[src/rtl/stump_alu_seq_pkg.sv]
// Shared Stump ALU definitions: function codes, flag bit positions and FSM states.
package stump_alu_seq_pkg;

    localparam logic [3:0] FN_ADD  = 4'd0;
    localparam logic [3:0] FN_ADC  = 4'd1;
    localparam logic [3:0] FN_SUB  = 4'd2;
    localparam logic [3:0] FN_SBC  = 4'd3;
    localparam logic [3:0] FN_AND  = 4'd4;
    localparam logic [3:0] FN_OR   = 4'd5;
    localparam logic [3:0] FN_LDST = 4'd6;
    localparam logic [3:0] FN_BCC  = 4'd7;
    localparam logic [3:0] FN_MUL  = 4'd8;

    localparam int FLAG_N = 3;
    localparam int FLAG_Z = 2;
    localparam int FLAG_V = 1;
    localparam int FLAG_C = 0;

    typedef enum logic [1:0] {
        ST_IDLE    = 2'd0,
        ST_MUL_RUN = 2'd1,
        ST_DONE    = 2'd2
    } state_t;

endpackage

[src/rtl/stump_alu_mul_iter.sv]
// Iterative shift-add unsigned multiplier, one partial-product step per cycle.
module stump_alu_mul_iter #(
    parameter int WIDTH = 16
) (
    input  logic                 clk,
    input  logic                 rst,
    input  logic                 start_i,
    input  logic [WIDTH-1:0]     a_i,
    input  logic [WIDTH-1:0]     b_i,
    output logic                 busy_o,
    output logic                 done_o,
    output logic [2*WIDTH-1:0]   product_o
);

    localparam int CW = $clog2(WIDTH + 1);

    logic [CW-1:0]        cnt_q, cnt_d;
    logic [2*WIDTH-1:0]   acc_q, acc_d;
    logic [WIDTH-1:0]     mcand_q, mcand_d;
    logic [WIDTH:0]       upper_sum;
    logic [2*WIDTH-1:0]   step;

    // Upper half accumulates the multiplicand; lower half shifts out multiplier bits.
    always_comb begin
        upper_sum = {1'b0, acc_q[2*WIDTH-1:WIDTH]} + (acc_q[0] ? {1'b0, mcand_q} : '0);
        step      = {upper_sum, acc_q[WIDTH-1:1]};
        acc_d     = acc_q;
        cnt_d     = cnt_q;
        mcand_d   = mcand_q;
        if (start_i) begin
            mcand_d = a_i;
            acc_d   = {{WIDTH{1'b0}}, b_i};
            cnt_d   = CW'(WIDTH);
        end else if (cnt_q != '0) begin
            acc_d = step;
            cnt_d = cnt_q - CW'(1);
        end
    end

    always_ff @(posedge clk) begin
        if (rst) begin
            cnt_q   <= '0;
            acc_q   <= '0;
            mcand_q <= '0;
        end else begin
            cnt_q   <= cnt_d;
            acc_q   <= acc_d;
            mcand_q <= mcand_d;
        end
    end

    // done flags the cycle whose edge performs the final step; product_o is that step's value.
    assign busy_o    = (cnt_q != '0);
    assign done_o    = (cnt_q == CW'(1));
    assign product_o = step;

endmodule

[src/rtl/stump_alu_seq.sv]
// Registered Stump ALU with handshaked ops, internal NZVC flags and iterative MUL.
module stump_alu_seq
    import stump_alu_seq_pkg::*;
#(
    parameter int WIDTH  = 16,
    parameter int MUL_EN = 1
) (
    input  logic             clk,
    input  logic             rst,
    input  logic             in_valid,
    output logic             in_ready,
    input  logic [3:0]       func,
    input  logic [WIDTH-1:0] operand_A,
    input  logic [WIDTH-1:0] operand_B,
    input  logic             csh,
    input  logic             cc_en,
    output logic             out_valid,
    input  logic             out_ready,
    output logic [WIDTH-1:0] result,
    output logic [3:0]       flags_out
);

    state_t               state_q, state_d;
    logic [WIDTH-1:0]     result_q, result_d;
    logic [3:0]           flags_q, flags_d;
    logic                 cc_q, cc_d;

    logic                 accept, is_mul, mul_start, mul_busy, mul_done;
    logic [2*WIDTH-1:0]   product;
    logic [WIDTH-1:0]     prod_lo, prod_hi;

    logic [WIDTH:0]       a_x, b_x, c_x, arith;
    logic [WIDTH-1:0]     alu_res;
    logic                 alu_v, alu_c, alu_sets;

    assign is_mul    = (MUL_EN != 0) && (func == FN_MUL);
    assign in_ready  = ((state_q == ST_IDLE) || (state_q == ST_DONE && out_ready)) && !mul_busy;
    assign accept    = in_valid && in_ready;
    assign mul_start = accept && is_mul;
    assign prod_lo   = product[WIDTH-1:0];
    assign prod_hi   = product[2*WIDTH-1:WIDTH];

    stump_alu_mul_iter #(.WIDTH(WIDTH)) u_mul (
        .clk       (clk),
        .rst       (rst),
        .start_i   (mul_start),
        .a_i       (operand_A),
        .b_i       (operand_B),
        .busy_o    (mul_busy),
        .done_o    (mul_done),
        .product_o (product)
    );

    // Arithmetic on WIDTH+1 bits so the msb is carry (add) or borrow (subtract).
    always_comb begin
        a_x      = {1'b0, operand_A};
        b_x      = {1'b0, operand_B};
        c_x      = {{WIDTH{1'b0}}, flags_q[FLAG_C]};
        arith    = '0;
        alu_res  = '0;
        alu_v    = 1'b0;
        alu_c    = 1'b0;
        alu_sets = 1'b0;
        case (func)
            FN_ADD, FN_ADC: begin
                arith    = a_x + b_x + ((func == FN_ADC) ? c_x : '0);
                alu_res  = arith[WIDTH-1:0];
                alu_v    = (operand_A[WIDTH-1] == operand_B[WIDTH-1]) &&
                           (alu_res[WIDTH-1] != operand_A[WIDTH-1]);
                alu_c    = arith[WIDTH];
                alu_sets = 1'b1;
            end
            FN_SUB, FN_SBC: begin
                arith    = a_x - b_x - ((func == FN_SBC) ? c_x : '0);
                alu_res  = arith[WIDTH-1:0];
                alu_v    = (operand_A[WIDTH-1] != operand_B[WIDTH-1]) &&
                           (alu_res[WIDTH-1] == operand_B[WIDTH-1]);
                alu_c    = arith[WIDTH];
                alu_sets = 1'b1;
            end
            FN_AND: begin
                alu_res  = operand_A & operand_B;
                alu_c    = csh;
                alu_sets = 1'b1;
            end
            FN_OR: begin
                alu_res  = operand_A | operand_B;
                alu_c    = csh;
                alu_sets = 1'b1;
            end
            FN_LDST: alu_res = operand_B;
            FN_BCC:  alu_res = operand_A;
            default: alu_res = '0;
        endcase
    end

    always_comb begin
        state_d  = state_q;
        result_d = result_q;
        flags_d  = flags_q;
        cc_d     = cc_q;
        if (accept) begin
            cc_d = cc_en;
            if (is_mul) begin
                state_d = ST_MUL_RUN;
            end else begin
                state_d  = ST_DONE;
                result_d = alu_res;
                if (cc_en && alu_sets)
                    flags_d = {alu_res[WIDTH-1], (alu_res == '0), alu_v, alu_c};
            end
        end else begin
            case (state_q)
                ST_IDLE: ;
                ST_MUL_RUN: begin
                    if (mul_done) begin
                        state_d  = ST_DONE;
                        result_d = prod_lo;
                        if (cc_q)
                            flags_d = {prod_lo[WIDTH-1], (prod_lo == '0), (prod_hi != '0), 1'b0};
                    end
                end
                ST_DONE: begin
                    if (out_ready)
                        state_d = ST_IDLE;
                end
                default: state_d = ST_IDLE;
            endcase
        end
    end

    always_ff @(posedge clk) begin
        if (rst) begin
            state_q  <= ST_IDLE;
            result_q <= '0;
            flags_q  <= '0;
            cc_q     <= 1'b0;
        end else begin
            state_q  <= state_d;
            result_q <= result_d;
            flags_q  <= flags_d;
            cc_q     <= cc_d;
        end
    end

    assign out_valid = (state_q == ST_DONE);
    assign result    = result_q;
    assign flags_out = flags_q;

endmodule

[config.mk]
export PLATFORM = sky130hd
export DESIGN_NAME = stump_alu_seq
export DESIGN_NICKNAME = d
export VERILOG_FILES = /design/src/rtl/stump_alu_seq_pkg.sv /design/src/rtl/stump_alu_mul_iter.sv /design/src/rtl/stump_alu_seq.sv
export SDC_FILE = /design/constraint.sdc
export NUM_CORES = 1
export LEC_CHECK = 0
export ABC_AREA = 1
export CORE_ASPECT_RATIO = 1.1
export CORE_MARGIN = 5
export CORE_UTILIZATION = 55
export DETAILED_ROUTE_END_ITERATION = 10
export GPL_TIMING_DRIVEN = 0
export PLACE_DENSITY = 0.76
export SLEW_MARGIN = 10
export SYNTH_ARGS = -nofsm -noshare
export SYNTH_HDL_FRONTEND = slang
export SYNTH_HIERARCHICAL = 1
export SYNTH_SLANG_ARGS = --single-unit
[constraint.sdc]
create_clock -name clk -period 3.6 [get_ports clk]
set_input_delay 0.54 -clock clk [delete_from_list [all_inputs] [get_ports clk]]
set_output_delay 0.54 -clock clk [all_outputs]
set_load 0.05 [all_outputs]
* Word-level counts from Yosys, hierarchy flattened *
Cells that the tools add are included.
W data, S select, Z words.

word-level totals
  register bits = 76
  bits of input ports = 42
  logic and storage cells = 90

cells by class
  $add $sub $neg = 6
  equality and inequality tests = 20
  mux-type cells = 26
  bitwise logic cells = 2
  reductions and logical operators = 27

operators with widths
  kind                  count
  $mux W16              7
  $pmux W16 S6          1
  $add A16 B16 Y17      2
  $logic_not A16 Y1     2
  $mux W4               6
  $add A17 B1 Y17       1
  $sub A16 B16 Y17      1
  $sub A17 B1 Y17       1
  $and A16 B16 Y16      1
  $eq A4 B3 Y1 const B  4
  $or A16 B16 Y16       1
  $reduce_bool A16 Y1   1
  $mux W5               2
  $eq A4 B2 Y1 const B  2
  $mux W2               4
  $reduce_bool A2 Y1    4
  $reduce_or A2 Y1      4
  $logic_and A1 B1 Y1   7
  $pmux W2 S3           1
  $reduce_and A3 Y1     2
  $reduce_or A6 Y1      1
  $eq A5 B1 Y1 const B  1
  $reduce_and A5 Y1     1
  $reduce_bool A5 Y1    1
  18 further kinds      23

* Logic depth before layout (Yosys ltp) *
Gate-level depths: netlist (run 1).

  depth after elaboration = 9
  gate-level depth with buffers = 21

* By module *
The synthesis (run 1) kept the hierarchy.

modules (own cells, without submodules)
  module              instances  cells each  area each (µm²)  sequential area each (µm²)
  stump_alu_seq       1          746         4,255.3          460.4
  stump_alu_mul_iter  1          513         3,407.0          1,061.0

* Worst setup path after synthesis (run 1) *
Ideal clock, no wire load.

  path type = in2reg
  from = input port func[0]
  to = register flags_q[2], in the netlist flags_out[2]
  setup time = 0.070 ns
  arrival time = 2.654 ns
  required time = 3.530 ns
  path slack = 0.876 ns
  cell stages on the path = 20
  cells stage by stage = inv_1 nor2_1 nand3_1 fa_1 fa_1 inv_1 nand2_1 nand2_1 nand3_1 nand2_1 nand2_1 nand2_1 nand2_1 nand3_1 nand2_1 nor2_1 nand2_1 nor2_1 nand3_1 a21oi_1

between the ends
  word-level cells in the longest chain between the ends = 8
  elaborated cells on any way between the ends = 26
  classes of those cells = add/sub (2); eq/ne (10); mux (7); reduce/logical (7)

RTL lines
  item                                                       line                                      text
  start: declaration                                         stump_alu_seq.sv:12                       input logic [3:0] func,
  $eq A4 B2 Y1 / $eq A4 B1 Y1 (equally long branches)        -
  $mux W1 (on tied branches)                                 stump_alu_seq.sv:74, stump_alu_seq.sv:66
  $sub A17 B1 Y17 / $add A17 B1 Y17 (equally long branches)  stump_alu_seq.sv:74, stump_alu_seq.sv:66
  $pmux W16 S6                                               stump_alu_seq.sv:64                       case (func)
  $logic_not A16 Y1                                          stump_alu_seq.sv:110                      flags_d = {alu_res[WIDTH-1], (alu_res == '0), alu_v, alu_c};
  $mux W4                                                    stump_alu_seq.sv:109                      if (cc_en && alu_sets)
  $mux W4                                                    stump_alu_seq.sv:104                      if (is_mul) begin
  $mux W4                                                    stump_alu_seq.sv:102                      if (accept) begin
  end signal: assignment                                     stump_alu_seq.sv:141                      flags_q <= flags_d;
  end: declaration                                           stump_alu_seq.sv:25                       logic [3:0] flags_q, flags_d;

Parallel ways exist; a longest one is shown, timed or not. The select of a mux whose other input is x is not followed.
A chain may end at the register's enable or synchronous reset.

* Worst setup path in the final report (run 1) *
  from = input port func[3]
  to = register flags_q[1], in the netlist flags_out[1]

between the ends
  word-level cells in the longest chain between the ends = 9
  elaborated cells on any way between the ends = 27
  classes of those cells = add/sub (2); eq/ne (10); mux (7); reduce/logical (8)

RTL lines
  item                                                       line
  $eq A4 B2 Y1 / $eq A4 B1 Y1 (equally long branches)        -
  $mux W1 (on tied branches)                                 stump_alu_seq.sv:74, stump_alu_seq.sv:66
  $sub A17 B1 Y17 / $add A17 B1 Y17 (equally long branches)  stump_alu_seq.sv:74, stump_alu_seq.sv:66
  $eq A1 B1 Y1 / $ne A1 B1 Y1 (equally long branches)        stump_alu_seq.sv:77, stump_alu_seq.sv:69
  $logic_and A1 B1 Y1 (on tied branches)                     stump_alu_seq.sv:76, stump_alu_seq.sv:68
  $pmux W1 S2                                                stump_alu_seq.sv:64
  $mux W4                                                    stump_alu_seq.sv:109
  $mux W4                                                    stump_alu_seq.sv:104
  $mux W4                                                    stump_alu_seq.sv:102

Parallel ways exist; a longest one is shown, timed or not. The select of a mux whose other input is x is not followed.

==> qor.csv, run 1 <==
stage,metric,value,unit
die,rows,45,
worst_hold_path,hold_end,cc_q,
timing,setup_viol,0,
power,power.density,492.2,mW/mm²
cts,clock-sinks,76,
die,die_x,122.5,µm
global_routing,antenna_found_initial,0,
global_routing,grt_max_degree,14,
timing,worst_slew_pin_slew,0.5413,ns
timing,fmax,292.6,MHz
routing,vias,8135,
power,pwr-share-clk,0.211,
cts,cts.clk_slew.worst_paths,0.06,ns
global_routing,track_usage,0.2896,
routing,drcViolationCount,0,
finish,drive_gt1_frac,0.06801,
die,fp.dieH,133.8,µm
die,core_area,0.01374,mm²
finish,nets,1461,
timing,slew_headroom,0.6387,
power,p_seq_frac,0.253,
timing,fin_skew,0.009399,ns
timing,fin_hold_ws,0.4688,ns
logic_synthesis,synth_ff_type,dfxtp_1,
cts,tritoncts,done,
critical_path,reg2reg_depth,17,
logic_synthesis,synth_fp_nets,1386,
worst_hold_path,hold_start,cc_q,
critical_path,crit_required,3.87,ns
critical_path,r2r-end,flags_out[1],
critical_path,crit_slowest_cell,clkdlybuf4s50_1,
cts,clock_latency,0.34,ns
logic_synthesis,ys_warn_count,6,
routing,routedWlPerCell,15.43,µm
cts,cts_buffers,9,
routing,initialDrtViolationCount,666,
cts,cts_root_buf,clkbuf_16,
global_routing,grt_pass1_vias,7737,
power,switchingPower,1.964,mW
power,power_leakage,4.771,nW
logic_synthesis,ys_ff_latch,76,
power,p_int,2.393,mW
critical_path,crit_path_cell_trace,clkdlybuf4s50_1 > nor2_4 > nand3_1 > fa_1 > inv_1 > ha_1 > inv_1 > nand2_1 > nand2_1 > nand2_2 > nand2_1 > nand2_1 > nand3_1 > nand3_1 > nand3_1 > nand3_1 > o21ai_0 > nand2_1 > a21oi_1,
place,dp_hpwl,19.31,mm
flow_run,drv_cap,0,
run_status,outcome,"finished, final reports clean",
logic_synthesis,synth-edff-count,0,
critical_path,critical_path_class,input port to flop,
cts,h-tree-depth,3,
logic_synthesis,synthArstFlopShare,0,
logic_synthesis,yosysUniqueCellTypes,44,
logic_synthesis,yosysSeqAreaShare,0.1986,
logic_synthesis,synth_fa_ha_area_frac,0.1437,
critical_path,cp_num_buf_inv,3,
routing,ant_nets,0,
cts,clock_path_buffers,2,
timing,hold_viol,0,
finish,area_growth,15.50,%
die,ioPinCount,64,
critical_path,cp_data_arrival_time,3.69,ns
logic_synthesis,syn_avg_cell_area,6.086,µm²
logic_synthesis,synth_compound_area_frac,0.1422,
power,p_sw_frac,0.4508,
critical_path,startpoint_type,input port,
logic_synthesis,synth-simple-area-share,0.3570,
critical_path,crit_family,simple AND/OR/NAND/NOR gates,
critical_path,path_max_fanout,5,
logic_synthesis,synth_top_family_by_area,simple AND/OR/NAND/NOR gates,
timing,rsz0062_at_grt,no,
critical_path,critPathCaptureType,flop,
place,place.gp.congestion,0.9760,
routing,dr.pass1.iters,8,
critical_path,reg2reg_from,u_mul/acc_q[0],
die,initial_core_util,0.5577,
logic_synthesis,synthCells,1259,
worst_hold_path,hold_path_depth,2,
place,portBuffers,63,
power,combPwrFrac,0.536,
critical_path,critPathMaxStageDelay,0.54,ns
die,dieArea,0.01640,mm²
timing,min_period_over_period,0.9493,
timing,period_needed,3.417,ns
routing,wl,23.54,mm
logic_synthesis,synth_mux_area_frac,0,
timing,slew_viol_final,0,
routing,vias_per_cell,5.331,
power,power,4.356,mW
worst_hold_path,worstHoldPathType,flop to flop,
global_routing,grt_pass1_wl,37.73,mm
power,vdd_ir_drop_max,0.3053,mV
finish,antenna_cells,0,
logic_synthesis,syn_area,0.007662,mm²
global_routing,overflow,0,
finish,postLayoutCoreUtil,0.6442,
critical_path,r2r_slack,0.49,ns
cts,ctsHoldBuffers,0,
logic_synthesis,synth-xor-area-share,0.01143,
[repair_timing]
action	4_1_cts	5_1_grt
setup buffers	0	1
gates resized for setup	0	5
setup endpoints to repair	0	5
[worst reg2reg max path: cells and delay by family, from the launching register on]
kind,cells,cell delay [ns]
xor gates and xnor gates,1,0.19
adders and majority gates,2,0.61
DFF,1,0.31
AOI/OAI and AO/OA,2,0.28
and+or+nand+nor,8,1.11
buffers and inverters,4,0.50
[placed cells by master, fill, tap and decap left out, drive strengths merged, types with 2 or more instances in the layout]
| cell type | synthesis | layout |
|---|---|---|
| clkinv | 2 | 4 |
| o22ai | 20 | 20 |
| dlymetal6s2s | 0 | 2 |
| o31ai | 2 | 2 |
| and2 | 3 | 3 |
| nor3 | 10 | 10 |
| buf | 39 | 40 |
| o21bai | 6 | 6 |
| o21ai | 76 | 76 |
| nor3b | 3 | 3 |
| nand4 | 8 | 8 |
| fa | 5 | 5 |
| a31oi | 18 | 18 |
| nand3b | 15 | 15 |
| dfxtp | 76 | 76 |
| nand3 | 111 | 111 |
| clkbuf | 8 | 18 |
| xor2 | 7 | 7 |
| clkdlybuf4s50 | 0 | 61 |
| nor4 | 7 | 7 |
| a21oi | 77 | 77 |
| nor2 | 120 | 120 |
| ha | 80 | 80 |
| inv | 215 | 216 |
| or2 | 5 | 5 |
| nand2 | 342 | 342 |
| xnor2 | 3 | 3 |
[layer usage]
metal,vias up,wire length [µm],part of all wire,global-route usage
li1,4170,-,-,-
met1,3680,9837,0.42,0.3490
met4,0,1059,0.045,0.1325
met5,-,0,0,0
met2,234,11560,0.49,0.5066
met3,51,1080,0.046,0.03922
[power by group through the flow]
stage	clock [mW]	combinational, mW	sequential (mW)
after floorplan	0	1.54	1.24
after global placement	0	2.28	1.11
after detailed placement	0	2.30	1.12
after CTS	0.924	2.32	1.10
after global routing	0.963	2.56	1.12
final	0.919	2.34	1.10
[metrics by stage]
step / cell area [µm²] / setup slack [ns] / TNS, ns / cells
CTS: 8827 / 0.1114 / 0 / 1525
global route: 8850 / 0.01704 / 0 / 1526
finish: 8850 / 0.1827 / 0 / 1526
floorplan: 7662 / 0.8762 / 0 / 1259
global placement: 8528 / -0.2042 / -0.8610 / 1510
detailed placement: 8528 / -0.2385 / -1.230 / 1510
[worst max path at each step]
stage                       start      endpoint  depth (start not counted)
after floorplan           func[0]  flags_out[2]                         20
after global placement    func[3]  flags_out[2]                         15
after detailed placement  func[3]  flags_out[1]                         19
after CTS                 func[3]  flags_out[1]                         19
after global routing      func[3]  flags_out[2]                         15
final                     func[3]  flags_out[1]                         19
[state kept, by name, indices dropped and copies added, names as in the netlist]
name / flops
flags_out: 4
u_mul/mcand_q: 16
state_q: 2
u_mul/cnt_q: 5
result: 16
u_mul/acc_q: 32
cc_q: 1
[kinds of logic after synthesis]
| group | Yosys count |
|---|---|
| and+or+nand+nor | 624 |
| buffers and inverters | 264 |
| AOI/OAI and AO/OA | 200 |
| adders and majority gates | 85 |
| DFF | 76 |
| xor gates and xnor gates | 10 |
[area by class of cell]
type                       count  area [µm²]
multi-input combinational    919        5024
fill                        1365        4888
sequential                    76        1521
inverter                     217       815.8
timing repair buffer          64       643.1
buffer                        47       311.5
clock buffer                  10       239.0
tap                          188       235.2
clock inverter                 5       60.06
[synthesized netlist by cell type, types with 15 or more instances]
cell	number	share of area
nand3_1	101	0.066
ha_1	80	0.13
dfxtp_1	76	0.20
o21ai_0	65	0.042
buf_4	18	0.018
nand2_1	339	0.17
a31oi_1	18	0.015
nor2_1	113	0.055
a21oi_1	75	0.049
o22ai_1	20	0.016
nand3b_1	15	0.015
inv_1	209	0.10
Note: power is estimated with default switching activity, not from simulation.
==> run 2, diff against run 1 <==
--- a/config.mk
+++ b/config.mk
@@ -6,12 +6,14 @@
 export NUM_CORES = 1
 export LEC_CHECK = 0
 export ABC_AREA = 1
+export CAP_MARGIN = 20
 export CORE_ASPECT_RATIO = 1.1
 export CORE_MARGIN = 5
 export CORE_UTILIZATION = 55
 export DETAILED_ROUTE_END_ITERATION = 10
 export GPL_TIMING_DRIVEN = 0
 export PLACE_DENSITY = 0.76
+export REMOVE_ABC_BUFFERS = 1
 export SLEW_MARGIN = 10
 export SYNTH_ARGS = -nofsm -noshare
 export SYNTH_HDL_FRONTEND = slang
==> run 2 against run 1 <==
Hold slack worse by 0.0024 ns. Maximum frequency is 0.19% higher. Critical path depth is 1 higher. Clock skew is 0.0042 ns lower. Largest cell class unchanged. Largest power group unchanged.
==> qor.csv, run 2 (synthesized netlist as in run 1, its figures left out) <==
stage,metric,value,unit
run_status,outcome,"finished, final reports clean",
global_routing,overflow,0,
timing,min_period_over_period,0.9474,
finish,fin_area,0.008541,mm²
routing,routedWlPerCell,15.27,µm
finish,area_growth,11.46,%
power,vdd_ir_drop_max,0.3534,mV
place,place.gp.congestion,0.9669,
critical_path,startpoint_type,input port,
routing,initialDrtViolationCount,684,
cts,h-tree-depth,3,
routing,vias,8120,
power,power.density,479.5,mW/mm²
timing,fin_skew,0.005190,ns
die,core_area,0.01374,mm²
global_routing,grt_pass1_wl,36.80,mm
finish,antenna_cells,0,
finish,nFillCells,1347,
finish,nets,1417,
cts,clock-sinks,76,
cts,tritoncts,done,
routing,ant_nets,0,
critical_path,critical_path_class,input port to flop,
critical_path,crit_family,simple AND/OR/NAND/NOR gates,
critical_path,r2r_slack,0.20,ns
critical_path,cp_data_arrival_time,3.68,ns
timing,slew_headroom,0.2448,
timing,rsz0062_at_grt,yes,
global_routing,antenna_found_initial,0,
cts,clock_latency,0.34,ns
routing,drcViolationCount,0,
finish,mostFrequentLayoutCells,"nand2_1, inv_1, nor2_1",
critical_path,crit_path_cell_trace,clkdlybuf4s50_1 > nand2_1 > inv_1 > nand3_1 > fa_1 > inv_1 > ha_1 > inv_1 > nand2_1 > nand2_1 > nand2_2 > nand2_1 > nand2_1 > nand3_1 > nand3_1 > nand3_1 > nand3_1 > o21ai_0 > nand2_1 > a21oi_1,
routing,wl,22.62,mm
place,portBuffers,63,
finish,drive_gt1_frac,0.04173,
die,die_x,122.5,µm
critical_path,critPathCaptureType,flop,
timing,fmax,293.2,MHz
critical_path,path_max_fanout,5,
critical_path,crit_slowest_cell,clkdlybuf4s50_1,
global_routing,grt_pass1_vias,7585,
timing,fin_hold_ws,0.4664,ns
critical_path,critPathMaxStageDelay,0.61,ns
power,power_leakage,4.552,nW
timing,worst_slew_pin_slew,1.129,ns
timing,slew_viol_final,0,
timing,period_needed,3.411,ns
routing,dr.pass1.iters,7,
cts,ctsHoldBuffers,0,
flow_run,drv_cap,0,
cts,cts.clk_slew.worst_paths,0.06,ns
critical_path,cp_num_buf_inv,4,
global_routing,grt_max_degree,51,
cts,clock_path_buffers,2,
critical_path,cp_common_cell,nand2_1,
timing,setup_viol,0,
timing,tns,0,ns
die,ioPinCount,64,
global_routing,track_usage,0.2766,
critical_path,crit_required,3.87,ns
finish,largest_reg_flops,32,
place,dp_hpwl,17.17,mm
die,initial_core_util,0.5577,
timing,hold_viol,0,
place,dpl_cell_area,0.008228,mm²
die,dieArea,0.01640,mm²
finish,regMostFlops,u_mul/acc_q,
cts,cts_root_buf,clkbuf_16,
finish,layout_commonest_cell,nand2_1,
die,rows,45,
cts,cts_buffers,9,
routing,vias_per_cell,5.479,
die,fp.dieH,133.8,µm
worst_hold_path,worstHoldPathType,flop to flop,
==> run 2: cell count changes in the layout (fill, tap and decap cells not counted), moves of 5 or more <==
cell	before	now
buf_6	7	0
buf_2	12	0
clkbuf_1	8	3
buf_4	19	2
==> run 2: what timing repair did <==
action / in CTS / in global routing
pin swaps: 2 / 0
setup endpoints to repair: 75 / 4
resized for setup: 0 / 5
buffers inserted: 2 / 0
cloned: 2 / 0
==> run 2: final cells by class <==
cell class,instances,area [µm²],area share
Inverter,217,815.8,0.09552
Tap cell,188,235.2,0.02754
Clock buffer,12,236.5,0.02769
Sequential cell,76,1521,0.1781
Timing Repair Buffer,65,645.6,0.07559
Multi-Input combinational cell,921,5071,0.5938
Clock inverter,3,15.01,0.001758
==> run 2: worst reg2reg max path, stage by stage (launching register included) <==
cell     delay, ns
dfxtp_1       0.36
inv_1         0.08
ha_1          0.18
inv_1         0.09
nor2_4        0.16
nand2_8       0.26
nor3b_4       0.33
inv_2         0.26
nor2_4        0.30
inv_1         0.11
nand3_2       0.32
inv_2         0.26
nand2_2       0.20
inv_2         0.06
nor2_1        0.09
nor2_1        0.05
o21ai_1       0.13
inv_1         0.05
==> run 2: path summary, 6_finish.rpt <==
kind,start,end,cells past startpoint
setup / recovery,func[1],flags_out[1],20
hold / removal,cc_q,cc_q,2
setup reg to reg,u_mul/cnt_q[0],flags_out[3],17
hold reg to reg,cc_q,cc_q,2
==> run 2: power breakdown <==
group | total [mW] | switching, mW | internal (mW) | leakage (nW)
Sequential | 1.11 | 0.110 | 1.00 | 0.617
Combinational | 2.19 | 1.47 | 0.717 | 3.81
Clock | 0.797 | 0.337 | 0.460 | 0.126
==> run 2: metal layers <==
metal / GRT usage / share of wire / up-vias
met4: 0.1145 / 0.037 / 0
met2: 0.4861 / 0.49 / 296
met5: 0 / 0 / -
met3: 0.02446 / 0.054 / 68
li1: - / - / 4083
met1: 0.3444 / 0.42 / 3673
==> run 2: per-stage QoR <==
stage | std cells | utilization | power, mW | setup slack, ns
final | 1482 | 0.6217 | 4.096 | 0.1892
after floorplan | 1212 | - | 2.618 | -0.3952
after global routing | 1482 | 0.6217 | 4.388 | -0.009786
after CTS | 1482 | 0.6197 | 4.076 | 0.03624
after global placement | 1463 | 0.5981 | 3.205 | -2.218
after detailed placement | 1463 | 0.5989 | 3.241 | -1.171
